### config.mk
export PLATFORM = sky130hd
export DESIGN_NAME = stw_count_core
export DESIGN_NICKNAME = d
export VERILOG_FILES = /design/src/rtl/stw_count_core.sv
export SDC_FILE = /design/constraint.sdc
export NUM_CORES = 1
export LEC_CHECK = 0
export BUFFER_PORTS_ARGS = -buffer_cell sky130_fd_sc_hd__buf_2
export CORE_UTILIZATION = 50
export CTS_CLUSTER_SIZE = 24
export DETAILED_ROUTE_END_ITERATION = 7
export PLACE_DENSITY_LB_ADDON = 0.05
export SLEW_MARGIN = 20
export SYNTH_ARGS = -nofsm -noshare
export SYNTH_HDL_FRONTEND = slang
export SYNTH_SLANG_ARGS = --single-unit
### constraint.sdc
create_clock -name clk -period 2.5 [get_ports clk]
set_input_delay 0.75 -clock clk [delete_from_list [all_inputs] [get_ports clk]]
set_output_delay 0.75 -clock clk [all_outputs]
set_load 0.02 [all_outputs]
### src/rtl/stw_count_core.sv
// ============================================================================
// stw_count_core
// ----------------------------------------------------------------------------
// Stopwatch timing core. Holds a four-digit BCD count (mm:ss) and the
// control FSM (IDLE / RUN / PAUSE / LAP) that decides when the count
// advances and when the downstream per-digit freeze stage holds the display.
//
// Optional feature macro: STW_SATURATE_EN
//   undefined (default) : the count wraps from max to 00:00 and pulses wrap.
//   defined             : the count holds at max, wrap stays 0, and the FSM
//                         drops from RUN/LAP to PAUSE on that tick.
//
// Parameters:
//   MIN_TENS_MAX  maximum minute-tens digit before wrap (1..9)
//   SEC_TENS_MAX  maximum second-tens digit before wrap (5)
//
// Ports:
//   clk         system clock
//   reset       asynchronous, active-low reset
//   tick_en     one-clk strobe, advances the count by one second
//   start_stop  one-clk pulse, start/pause toggle
//   lap_reset   one-clk pulse, lap when running, clear when paused
//   sec0/sec1   BCD seconds ones / tens
//   min0/min1   BCD minutes ones / tens
//   freeze_en   display hold request, high only in LAP
//   running     high in RUN or LAP
//   wrap        one-clk pulse after the count rolls over to 00:00
//
// Button semantics: start_stop and lap_reset are single-cycle pulses sampled
// on the rising clock edge. When both are high in the same cycle,
// start_stop wins and lap_reset is dropped.
// ============================================================================
module stw_count_core #(
    parameter int MIN_TENS_MAX = 5,
    parameter int SEC_TENS_MAX = 5
) (
    input  logic       clk,
    input  logic       reset,
    input  logic       tick_en,
    input  logic       start_stop,
    input  logic       lap_reset,
    output logic [3:0] sec0,
    output logic [3:0] sec1,
    output logic [3:0] min0,
    output logic [3:0] min1,
    output logic       freeze_en,
    output logic       running,
    output logic       wrap
);

    localparam logic [3:0] MIN_MAX = 4'(MIN_TENS_MAX);
    localparam logic [3:0] SEC_MAX = 4'(SEC_TENS_MAX);
    localparam logic [3:0] ONES_MAX = 4'd9;

    typedef enum logic [1:0] {
        IDLE  = 2'd0,
        RUN   = 2'd1,
        PAUSE = 2'd2,
        LAP   = 2'd3
    } state_t;

    // State register; left as a plainly named typed signal so checkers and
    // debug probes can observe it directly.
    state_t state;

    // ------------------------------------------------------------------------
    // Next-state and next-count decode
    // ------------------------------------------------------------------------
    logic       count_en;
    logic       at_max;
    logic       saturate;
    logic       clear;
    state_t     state_next;
    logic [3:0] sec0_inc;
    logic [3:0] sec1_inc;
    logic [3:0] min0_inc;
    logic [3:0] min1_inc;
    logic       carry_s0;
    logic       carry_s1;
    logic       carry_m0;

    // Counting depends only on the pre-edge state, so a tick alongside a
    // start pulse from IDLE/PAUSE is dropped while a tick alongside a stop
    // pulse in RUN is still counted.
    assign count_en = tick_en && ((state == RUN) || (state == LAP));

    assign at_max = (sec0 == ONES_MAX) && (sec1 == SEC_MAX) &&
                    (min0 == ONES_MAX) && (min1 == MIN_MAX);

`ifdef STW_SATURATE_EN
    assign saturate = count_en && at_max;
`else
    assign saturate = 1'b0;
`endif

    // Clear happens only on a lone lap_reset while paused.
    assign clear = (state == PAUSE) && lap_reset && !start_stop;

    // Ripple carry chain across the four BCD digits. At full max every
    // digit rolls to 0, which is exactly the wrap to 00:00.
    always_comb begin
        carry_s0 = (sec0 == ONES_MAX);
        carry_s1 = carry_s0 && (sec1 == SEC_MAX);
        carry_m0 = carry_s1 && (min0 == ONES_MAX);

        sec0_inc = carry_s0 ? 4'd0 : sec0 + 4'd1;

        sec1_inc = sec1;
        if (carry_s0) begin
            sec1_inc = (sec1 == SEC_MAX) ? 4'd0 : sec1 + 4'd1;
        end

        min0_inc = min0;
        if (carry_s1) begin
            min0_inc = (min0 == ONES_MAX) ? 4'd0 : min0 + 4'd1;
        end

        min1_inc = min1;
        if (carry_m0) begin
            min1_inc = (min1 == MIN_MAX) ? 4'd0 : min1 + 4'd1;
        end
    end

    always_comb begin
        state_next = state;
        case (state)
            IDLE: begin
                if (start_stop) begin
                    state_next = RUN;
                end
            end
            RUN: begin
                if (start_stop) begin
                    state_next = PAUSE;
                end else if (lap_reset) begin
                    state_next = LAP;
                end
            end
            LAP: begin
                if (start_stop) begin
                    state_next = PAUSE;
                end else if (lap_reset) begin
                    state_next = RUN;
                end
            end
            PAUSE: begin
                if (start_stop) begin
                    state_next = RUN;
                end else if (lap_reset) begin
                    state_next = IDLE;
                end
            end
            default: state_next = IDLE;
        endcase

        // Hitting max with saturation enabled always stops the watch,
        // overriding any button pulse in the same cycle.
        if (saturate) begin
            state_next = PAUSE;
        end
    end

    // ------------------------------------------------------------------------
    // State, digit and wrap registers
    // ------------------------------------------------------------------------
    always_ff @(posedge clk or negedge reset) begin
        if (!reset) begin
            state <= IDLE;
            sec0  <= 4'd0;
            sec1  <= 4'd0;
            min0  <= 4'd0;
            min1  <= 4'd0;
            wrap  <= 1'b0;
        end else begin
            state <= state_next;
            wrap  <= 1'b0;

            if (clear) begin
                sec0 <= 4'd0;
                sec1 <= 4'd0;
                min0 <= 4'd0;
                min1 <= 4'd0;
            end else if (count_en && !saturate) begin
                sec0 <= sec0_inc;
                sec1 <= sec1_inc;
                min0 <= min0_inc;
                min1 <= min1_inc;
                wrap <= at_max;
            end
        end
    end

    // Decoded straight from the state register so the freeze stage and
    // running indicator change on the same edge as the state itself and
    // fall immediately with the asynchronous reset.
    assign freeze_en = (state == LAP);
    assign running   = (state == RUN) || (state == LAP);

endmodule

==> flow_summary.ini <==
[outcome]
status = complete, no violations

[pwr]
cellLeakagePower_uw = 0.0006578
ir_drop_mv = 0.4001
power.density_nw_per_um2 = 719.8

[timing]
max_slew_margin_pct = 71.46
rsz0062_at_grt = no
fmax_mhz = 488.7
fin_crit_ps = 2046
worstMarginPinSlew_ps = 428.1
final-max-slew-violation-count = 0
finalHoldViolations = 0
skew_ps = 5.594
finalSetupViolations = 0
min_period_over_period_pct = 81.85
setup-tns-final_ps = 0

[final_layout]
multiInputGateArea_um2 = 544.3
antenna_cells = 0
regArea_um2 = 475.5
drive_gt1_share_pct = 22.79
fin_nets = 148
num-fill-cells = 194
fin_area_um2 = 1217
area_growth_pct = 14.47

[clocking]
cts_setup_buffers = 0
clk_latency_ps = 290
cts_buffer_depth = 2
ctsHoldBuffers = 0
post_cts_resized = 0
cts_root_buf = clkbuf_4
clkSinkCount = 19
htree_levels = 1
cts_tree = built
path_clk_slew_ps = 110
numCtsBuffers = 3

[floorplanning]
io-pin-count = 24
die_area_um2 = 2316
die_w_um = 48.12
die_h_um = 48.12
coreArea_um2 = 1982
floorplan.initialDensity_pct = 53.66
row_count = 16

[synthesis]
netlist_instances = 115
synthesis.yosys.warnings = 0
avgSynthCellArea_um2 = 9.248
synth_cell_types = 31
syn_nets = 126
ys_seq_elements = 19
netlist_area_um2 = 1064
yosysSeqAreaShare_pct = 44.71

[grt]
antenna_found_initial = 0
grt.total_usage_pct = 18.58
grt_pass1_wl_um = 3015
grt_pass1_vias = 679
grt_overflow_total = 0
grt_max_degree = 20

[hold_path]
hold_path_class = in2async

[detailed_routing]
drc = 0
first_pass_iters = 5
via_count = 869
avgViaCountPerCell = 5.331
ant_nets = 0
routedWlPerCell_um = 12.12
first_iter_violations = 19
wirelength_um = 1975

[placed_design]
dp_hpwl_um = 1478
placed_area_um2 = 1191
gp_congestion = 0.7834
portBuffers = 23

[worst_setup_path]
cp-start-kind = register
cp.arrival_ps = 2270
crit_type = reg2reg
cp-end-kind = register
required_ps = 2730
cp_max_fo = 6

[run]
maxCapViolCount = 0
[worst paths after layout]
path	start	endpoint	slack [ps]	cells past startpoint
worst min-delay path	reset	min1[3]	380	1
max in group asynchronous	reset	min1[0]	1820	1
worst min register to register	min1[3]	wrap	520	1
worst max-delay path	min0[1]	min1[2]	450	6
min in group clk	min1[3]	wrap	520	1
worst max register to register	min0[1]	min1[2]	450	6
[sequential cells by signal, indices dropped and copies added, names as in the netlist]
name   flops
min0       4
sec0       4
wrap       1
sec1       4
min1       4
state      2
[area by class of cell]
cell class | count | area share (%)
Multi-Input combinational cell | 85 | 44.71
Tap cell | 27 | 2.775
Inverter | 4 | 1.233
Clock buffer | 4 | 2.158
Timing Repair Buffer | 24 | 10.07
Sequential cell | 19 | 39.05
[cell usage in the layout, fill, tap and decap left out, types with 2 or more instances in the layout]
| master | count |
|---|---|
| dfrtp_1 | 19 |
| nor2_1 | 12 |
| nand3_1 | 5 |
| or3_1 | 4 |
| a21oi_1 | 14 |
| nand3b_4 | 2 |
| mux2i_1 | 2 |
| inv_1 | 4 |
| ha_1 | 6 |
| o21ai_0 | 7 |
| nand2_1 | 9 |
| and3b_1 | 2 |
| nor3_1 | 2 |
| buf_2 | 23 |
| and2_1 | 2 |
| nor4_1 | 3 |
| clkbuf_4 | 3 |
| or4_1 | 2 |
[synth_stat cells]
master	n	share of area, %
dfrtp_1	19	45
a21oi_1	14	6.6
nor2_1	12	4.2
nand2_1	9	3.2
o21ai_0	7	3.3
ha_1	6	7.1
clkbuf_1	5	1.8
nand3_1	5	2.4
inv_1	4	1.4
or3_1	4	2.4
nor4_1	3	1.8
and2_1	2	1.2
and3b_1	2	1.6
buf_2	2	0.94
mux2i_1	2	1.9
nand3b_4	2	3.8
nor3_1	2	0.94
or4_1	2	1.4
a311oi_1	1	0.82
and2_2	1	0.71
nand2b_1	1	0.59
nand3b_1	1	0.71
nand4_1	1	0.59
nand4b_1	1	0.82
nor2b_1	1	0.59
nor3b_1	1	0.71
nor4b_1	1	0.82
or3_2	1	0.71
or3b_1	1	0.82
xnor2_1	1	0.82
xor2_1	1	0.82
[kinds of logic (layout without fill, tap and decap cells)]
family                     Yosys count  count (layout)  synth area share [%]
AOI/OAI and AO/OA                   22              22                 10.71
xor gates and xnor gates             2               2                 1.647
adders and majority gates            6               6                 7.059
buffers and inverters               11              32                 4.117
DFF                                 19              19                 44.71
muxes                                2               2                 1.882
and+or+nand+nor                     53              53                 29.88
[critical path: stages, from the launching register on]
cell and delay (ps):
dfrtp_1 440, inv_1 80, ha_1 220, nand3b_4 90, or4_1 630, or3b_1 380
a21oi_1 140
[power by group]
| group | switching [µW] | internal [µW] | total (µW) |
|---|---|---|---|
| Sequential | 74.8 | 359 | 434 |
| Clock | 92.4 | 61.9 | 154 |
| Combinational | 179 | 109 | 288 |
| Total | 346 | 530 | 876 |
[metal layers]
metal | up-vias | global-route usage [%] | share of wire (%)
met2 | 14 | 28.65 | 48
met5 | - | 0 | 0
met1 | 401 | 27.31 | 49
met4 | 0 | 3.889 | 0.46
li1 | 452 | - | -
met3 | 2 | 3.333 | 2.9
[metrics by stage]
stage                     utilization, %  cells  hold WS [ps]  power (µW)  worst slack [ps]
after detailed placement           60.10    159         498.9       732.6             462.6
after global routing               61.43    163         407.4       938.5             320.2
after floorplan                        -    115         454.4       644.1             446.9
after CTS                          61.43    163         391.7       885.9             436.6
after global placement             60.10    159         490.2       723.2             487.7
final                              61.43    163         379.8       876.3             453.9
Power figures use the tool's default switching activity.
